**src/rtl/command_sequencer.sv**
```systemverilog
// command_sequencer: walks a small program of command words, issuing each one to the
// multiplier decoder and holding until every addressed core reports completion.
module command_sequencer #(
  parameter int Data   = 32,
  parameter int Depth  = 16,
  parameter int ADDR_W = 4
) (
  input  logic              i_clk,
  input  logic              i_rst_n,
  input  logic              i_prog_we,
  input  logic [ADDR_W-1:0] i_prog_addr,
  input  logic [Data-1:0]   i_prog_data,
  input  logic              i_start,
  input  logic              i_abort,
  input  logic              i_core1_done,
  input  logic              i_core2_done,
  output logic [Data-1:0]   o_cmd_out,
  output logic              o_cmd_valid,
  output logic              o_busy,
  output logic              o_seq_done,
  output logic              o_seq_err,
  output logic [ADDR_W-1:0] o_pc
);

  typedef enum logic [2:0] {
    S_IDLE,
    S_FETCH,
    S_ISSUE,
    S_WAIT,
    S_ADV
  } state_t;

  localparam logic [ADDR_W-1:0] LastAddr = ADDR_W'(Depth - 1);

  state_t            r_state;
  state_t            w_next_state;
  logic [Data-1:0]   r_mem [Depth];
  logic [Data-1:0]   r_rdata;
  logic [Data-1:0]   r_cmd;
  logic [Data-1:0]   w_cmd;
  logic [ADDR_W-1:0] r_pc;
  logic [ADDR_W-1:0] w_pc;
  logic              r_valid;
  logic              w_valid;
  logic              r_done;
  logic              w_done;
  logic              r_err;
  logic              w_err;
  logic              r_lat1;
  logic              w_lat1;
  logic              r_lat2;
  logic              w_lat2;
  logic              w_halt;
  logic              w_need1;
  logic              w_need2;
  logic              w_got1;
  logic              w_got2;

  assign w_halt  = (r_rdata[31:28] == 4'hF);
  assign w_need1 = |r_rdata[11:10];
  assign w_need2 = |r_rdata[19:18];
  assign w_got1  = r_lat1 | i_core1_done;
  assign w_got2  = r_lat2 | i_core2_done;

  // Program store keeps its contents across reset; writes are accepted only while idle.
  always_ff @(posedge i_clk) begin
    if (i_prog_we && (r_state == S_IDLE)) begin
      r_mem[i_prog_addr] <= i_prog_data;
    end
    if (r_state == S_FETCH) begin
      r_rdata <= r_mem[r_pc];
    end
  end

  always_ff @(posedge i_clk or negedge i_rst_n) begin
    if (!i_rst_n) begin
      r_state <= S_IDLE;
      r_pc    <= '0;
      r_cmd   <= '0;
      r_valid <= 1'b0;
      r_done  <= 1'b0;
      r_err   <= 1'b0;
      r_lat1  <= 1'b0;
      r_lat2  <= 1'b0;
    end else begin
      r_state <= w_next_state;
      r_pc    <= w_pc;
      r_cmd   <= w_cmd;
      r_valid <= w_valid;
      r_done  <= w_done;
      r_err   <= w_err;
      r_lat1  <= w_lat1;
      r_lat2  <= w_lat2;
    end
  end

  // Latches are only meaningful in WAIT; they are preloaded for cores the word does not use.
  always_comb begin
    w_next_state = r_state;
    w_pc         = r_pc;
    w_cmd        = r_cmd;
    w_valid      = 1'b0;
    w_done       = 1'b0;
    w_err        = 1'b0;
    w_lat1       = r_lat1;
    w_lat2       = r_lat2;
    if (i_abort) begin
      w_next_state = S_IDLE;
      w_lat1       = 1'b0;
      w_lat2       = 1'b0;
    end else begin
      unique case (r_state)
        S_IDLE: begin
          if (i_start) begin
            w_next_state = S_FETCH;
            w_pc         = '0;
          end
        end
        S_FETCH: begin
          w_next_state = S_ISSUE;
        end
        S_ISSUE: begin
          if (w_halt) begin
            w_done       = 1'b1;
            w_next_state = S_IDLE;
          end else begin
            w_cmd   = r_rdata;
            w_valid = 1'b1;
            if (w_need1 || w_need2) begin
              w_lat1       = ~w_need1;
              w_lat2       = ~w_need2;
              w_next_state = S_WAIT;
            end else begin
              w_next_state = S_ADV;
            end
          end
        end
        S_WAIT: begin
          if (w_got1 && w_got2) begin
            w_lat1       = 1'b0;
            w_lat2       = 1'b0;
            w_next_state = S_ADV;
          end else begin
            w_lat1 = w_got1;
            w_lat2 = w_got2;
          end
        end
        S_ADV: begin
          if (r_pc == LastAddr) begin
            w_err        = 1'b1;
            w_next_state = S_IDLE;
          end else begin
            w_pc         = r_pc + 1'b1;
            w_next_state = S_FETCH;
          end
        end
        default: begin
          w_next_state = S_IDLE;
        end
      endcase
    end
  end

  assign o_cmd_out   = r_cmd;
  assign o_cmd_valid = r_valid;
  assign o_busy      = (r_state != S_IDLE);
  assign o_seq_done  = r_done;
  assign o_seq_err   = r_err;
  assign o_pc        = r_pc;

endmodule

```
**config.mk**
```make
export PLATFORM = sky130hd
export DESIGN_NAME = command_sequencer
export DESIGN_NICKNAME = d
export VERILOG_FILES = /design/src/rtl/command_sequencer.sv
export SDC_FILE = /design/constraint.sdc
export NUM_CORES = 1
export LEC_CHECK = 0
export ABC_AREA = 0
export CORE_UTILIZATION = 55
export CTS_CLUSTER_SIZE = 40
export DETAILED_ROUTE_END_ITERATION = 7
export DONT_BUFFER_PORTS = 1
export PLACE_DENSITY = 0.79
export SETUP_SLACK_MARGIN = 0.5
export SLEW_MARGIN = 20
export SYNTH_ARGS = -nofsm -noshare
export SYNTH_HDL_FRONTEND = slang
export SYNTH_SLANG_ARGS = --single-unit
```
**constraint.sdc**
```tcl
create_clock -name i_clk -period 6.5 [get_ports i_clk]
set_input_delay 1.3 -clock i_clk [delete_from_list [all_inputs] [get_ports i_clk]]
set_output_delay 1.3 -clock i_clk [all_outputs]
set_load 0.01 [all_outputs]
```
==> flow_metrics.py <==
metrics = {
    "timing": {
        "setup_viol_count_final": 0,
        "max_slew_vio_count": 0,
        "final.period_utilization": 0.516,
        "max_freq_mhz": 298,
        "finalCriticalPeriod_ns": 3.36,
        "worstMarginPinSlew_ns": 1.12,
        "setup_tns_ns": 0,
        "rsz_0062_raised_after_global_routing": "false",
        "finalHoldViolations": 0,
        "fin_skew_ns": 0.0182,
        "timing.slew.headroom": 0.253,
    },
    "run": {
        "drv.max_cap_violation_count": 0,
    },
    "yosys": {
        "syn_inst": 1115,
        "yosys_register_bits": 588,
        "postSynth.topFlopCell": "edfxtp_1",
        "mappedNetlistNets": 1159,
        "number_of_warnings_printed_during_yosys_synthesis": 0,
        "synthesis.area_per_instance_sq_um": 20.2,
        "netlist_area_sq_mm": 0.0226,
        "ys_seq_area_frac": 0.772,
        "asyncSetResetFlopFracSynth": 0.0748,
        "count_of_flip_flops_with_a_built_in_enable_after_synthesis": 544,
        "ys_types": 45,
    },
    "cts": {
        "insertion_delay_ns": 0.59,
        "cts_repair_resize_count": 0,
        "cts_buf_count": 56,
        "clock_path_buffers": 3,
        "cts_num_sinks": 588,
        "number_of_buffers_inserted_by_post_cts_setup_repair": 0,
        "cts_max_level": 2,
        "clkTransAtPathRegs_ns": 0.06,
        "cts_tree": "built",
        "cts_root_buffer": "clkbuf_16",
        "cts_hold_bufs": 0,
    },
    "outcome": {
        "outcome": "completed",
    },
    "routing": {
        "first_iteration_detailed_routing_drc_count": 1016,
        "detailedRoute.firstPassIterationCount": 5,
        "wl_um": 44300,
        "ant_nets": 0,
        "residual_drc": 0,
        "route.vias.total": 10631,
        "average_vias_per_placed_instance": 6.21,
        "mean_routed_wirelength_per_cell_um": 25.9,
    },
    "critical_path": {
        "cp-end-kind": "primary output",
        "cp_num_buf_inv": 1,
        "worstPathCellList": "buf_4",
        "worst_path_fanout_max": 42,
        "timing.setup.critical_path_class": "reg2out",
        "timing.critical_path.from_type": "flop",
        "cp.arrival_ns": 2.06,
        "ff2ff_setup_slack_ns": 3.31,
        "slowest_cell_delay_on_critical_path_ns": 0.81,
        "worst_ep_required_time_ns": 5.20,
        "critical_path.reg2reg.startpoint": "o_pc[2]",
        "critical-path-slowest-cell": "dfrtp_4",
        "end_of_the_worst_register_to_register_path": "r_rdata[30]",
        "worst-r2r-cell-count": 6,
        "critPathTopFamily": "flip-flops",
    },
    "global_route": {
        "grt_antenna_before_repair": 0,
        "global_route.usage.total": 0.215,
        "grt_overflow_total": 0,
        "grt_pass1_vias": 11078,
        "maximum_number_of_pins_on_one_net_before_global_route_repair": 107,
        "grt_pass1_wl_um": 66500,
    },
    "power_and_ir_drop": {
        "cellLeakagePower_nw": 7.69,
        "pwr_density_cell_mw_per_mm2": 317,
        "worst_ir_drop_vdd_mv": 0.238,
    },
    "placed_design": {
        "gpl.final_weighted_congestion": 0.849,
        "dpl.hpwl_um": 24200,
        "numPortBuffers": 0,
        "dp.cells": 1598,
    },
    "final_layout": {
        "post_layout_nonfiller_instances": 1711,
        "filler_cell_count": 2526,
        "finalNetCount": 1183,
        "areaGrowthSynthToFinish_pct": 12.0,
        "antennaDiodeCount": 0,
        "final_layout_size_suffix_gt1_frac": 0.201,
    },
    "die": {
        "num_rows": 73,
        "die_h_um": 205,
        "start_util": 0.563,
        "design.die.area_sq_mm": 0.0419,
        "ios": 83,
        "floorplan.die.width_um": 205,
        "core_sq_mm": 0.0401,
    },
    "hold_path": {
        "hold_path.class": "in2async",
    },
}
-- power breakdown --
group	leakage, nW	total (mW)	internal (mW)	switching (mW)
registers	5.47	4.47	4.31	0.152
logic	1.32	0.287	0.154	0.134
clock network	0.898	3.27	1.93	1.33
-- registers in the layout, indices dropped and copies added (netlist names) --
register / cells
r_lat1: 1
o_seq_done: 1
o_seq_err: 1
o_cmd_valid: 1
r_rdata: 32
r_lat2: 1
o_cmd_out: 32
r_mem: 512
r_state: 3
o_pc: 4
-- cell usage in the layout (no fill, tap or decap), types with 5 or more instances in the layout --
cell type   count
edfxtp_1      544
dfrtp_1        40
clkinvlp_4      5
buf_4          13
o21ai_0        32
mux2i_1       146
o22ai_1         5
clkbuf_16      57
clkinv_2        6
buf_16         10
mux2_4         17
bufinv_16       6
clkbuf_8        7
nand2_1         9
nand3_1        32
nor2_4         12
a22oi_1        58
mux4_2         70
a21oi_1         7
clkbuf_1       18
mux2_2         14
nor2_1         15
nor3_2          5
-- cell usage after synthesis, types with 2 or more instances --
cell type / number / area share
a21oi_1: 7 / 0.0016
mux4_2: 70 / 0.070
nor4_1: 4 / 0.0011
buf_4: 14 / 0.0047
o41ai_1: 2 / 0.00078
nand3_1: 32 / 0.0071
nand2_1: 9 / 0.0015
a22oi_1: 58 / 0.019
inv_1: 2 / 0.00033
buf_6: 2 / 0.0010
clkbuf_1: 16 / 0.0027
mux2_4: 17 / 0.011
o21ai_0: 32 / 0.0071
nor2b_1: 5 / 0.0014
o22a_1: 2 / 0.00078
edfxtp_1: 544 / 0.72
mux2_2: 14 / 0.0070
buf_2: 23 / 0.0051
dfrtp_1: 44 / 0.049
o22ai_1: 5 / 0.0014
nand2b_4: 2 / 0.0012
xor2_1: 2 / 0.00078
nand4_1: 4 / 0.0011
mux2i_1: 146 / 0.065
nand2b_1: 4 / 0.0011
nor3_1: 7 / 0.0016
nor2_1: 28 / 0.0047
o32ai_1: 2 / 0.00078
buf_12: 2 / 0.0018
-- area by class of cell --
| cell class | count | area, sq um | share of cell area |
|---|---|---|---|
| inverter | 3 | 23.8 | 0.000940 |
| clock inverter | 23 | 280 | 0.0111 |
| sequential | 588 | 17400 | 0.690 |
| multi-input combinational | 466 | 4890 | 0.193 |
| clock buffer | 82 | 1590 | 0.0629 |
| timing repair buffer | 24 | 393 | 0.0155 |
| tap | 525 | 657 | 0.0260 |
-- worst max-delay path by stage --
stage          startpoint            to  cells past startpoint
2_1_floorplan   i_prog_we   r_mem[2][0]                      4
3_3_place_gp    i_prog_we  r_mem[6][12]                      4
3_5_place_dp    i_prog_we  r_mem[6][12]                      4
4_1_cts           o_pc[1]       o_pc[1]                      1
5_1_grt           o_pc[1]       o_pc[1]                      1
6_report          o_pc[1]       o_pc[1]                      1
-- through the flow --
step	utilization	power [mW]	area, sq um	worst slack, ns	hold WS (ns)
global placement	0.577	4.81	23100	2.96	0.459
floorplan	-	4.74	22600	1.83	0.454
global route	0.630	8.25	25300	3.00	0.378
CTS	0.625	8.07	25100	3.07	0.386
detailed placement	0.578	4.83	23200	2.92	0.466
finish	0.630	8.02	25300	3.14	0.403
-- cells by family (layout without fill, tap and decap cells) --
group,count (synthesis),in the layout,share of synthesized area
buf+inv,61,132,0.0164
xor+xnor,2,2,0.000776
simple gates,104,104,0.0238
compound gates,112,112,0.0331
mux,247,247,0.153
flops,588,588,0.772
fa+ha+maj,1,1,0.000554
-- metal layers --
metal  part of all wire  up-vias  GRT usage
li1                   -     4601          -
met1               0.40     5546      0.287
met2               0.50      415      0.356
met3              0.078       69     0.0433
met4              0.023        0     0.0693
met5                  0        -          0
Power figures use the tool's default switching activity.
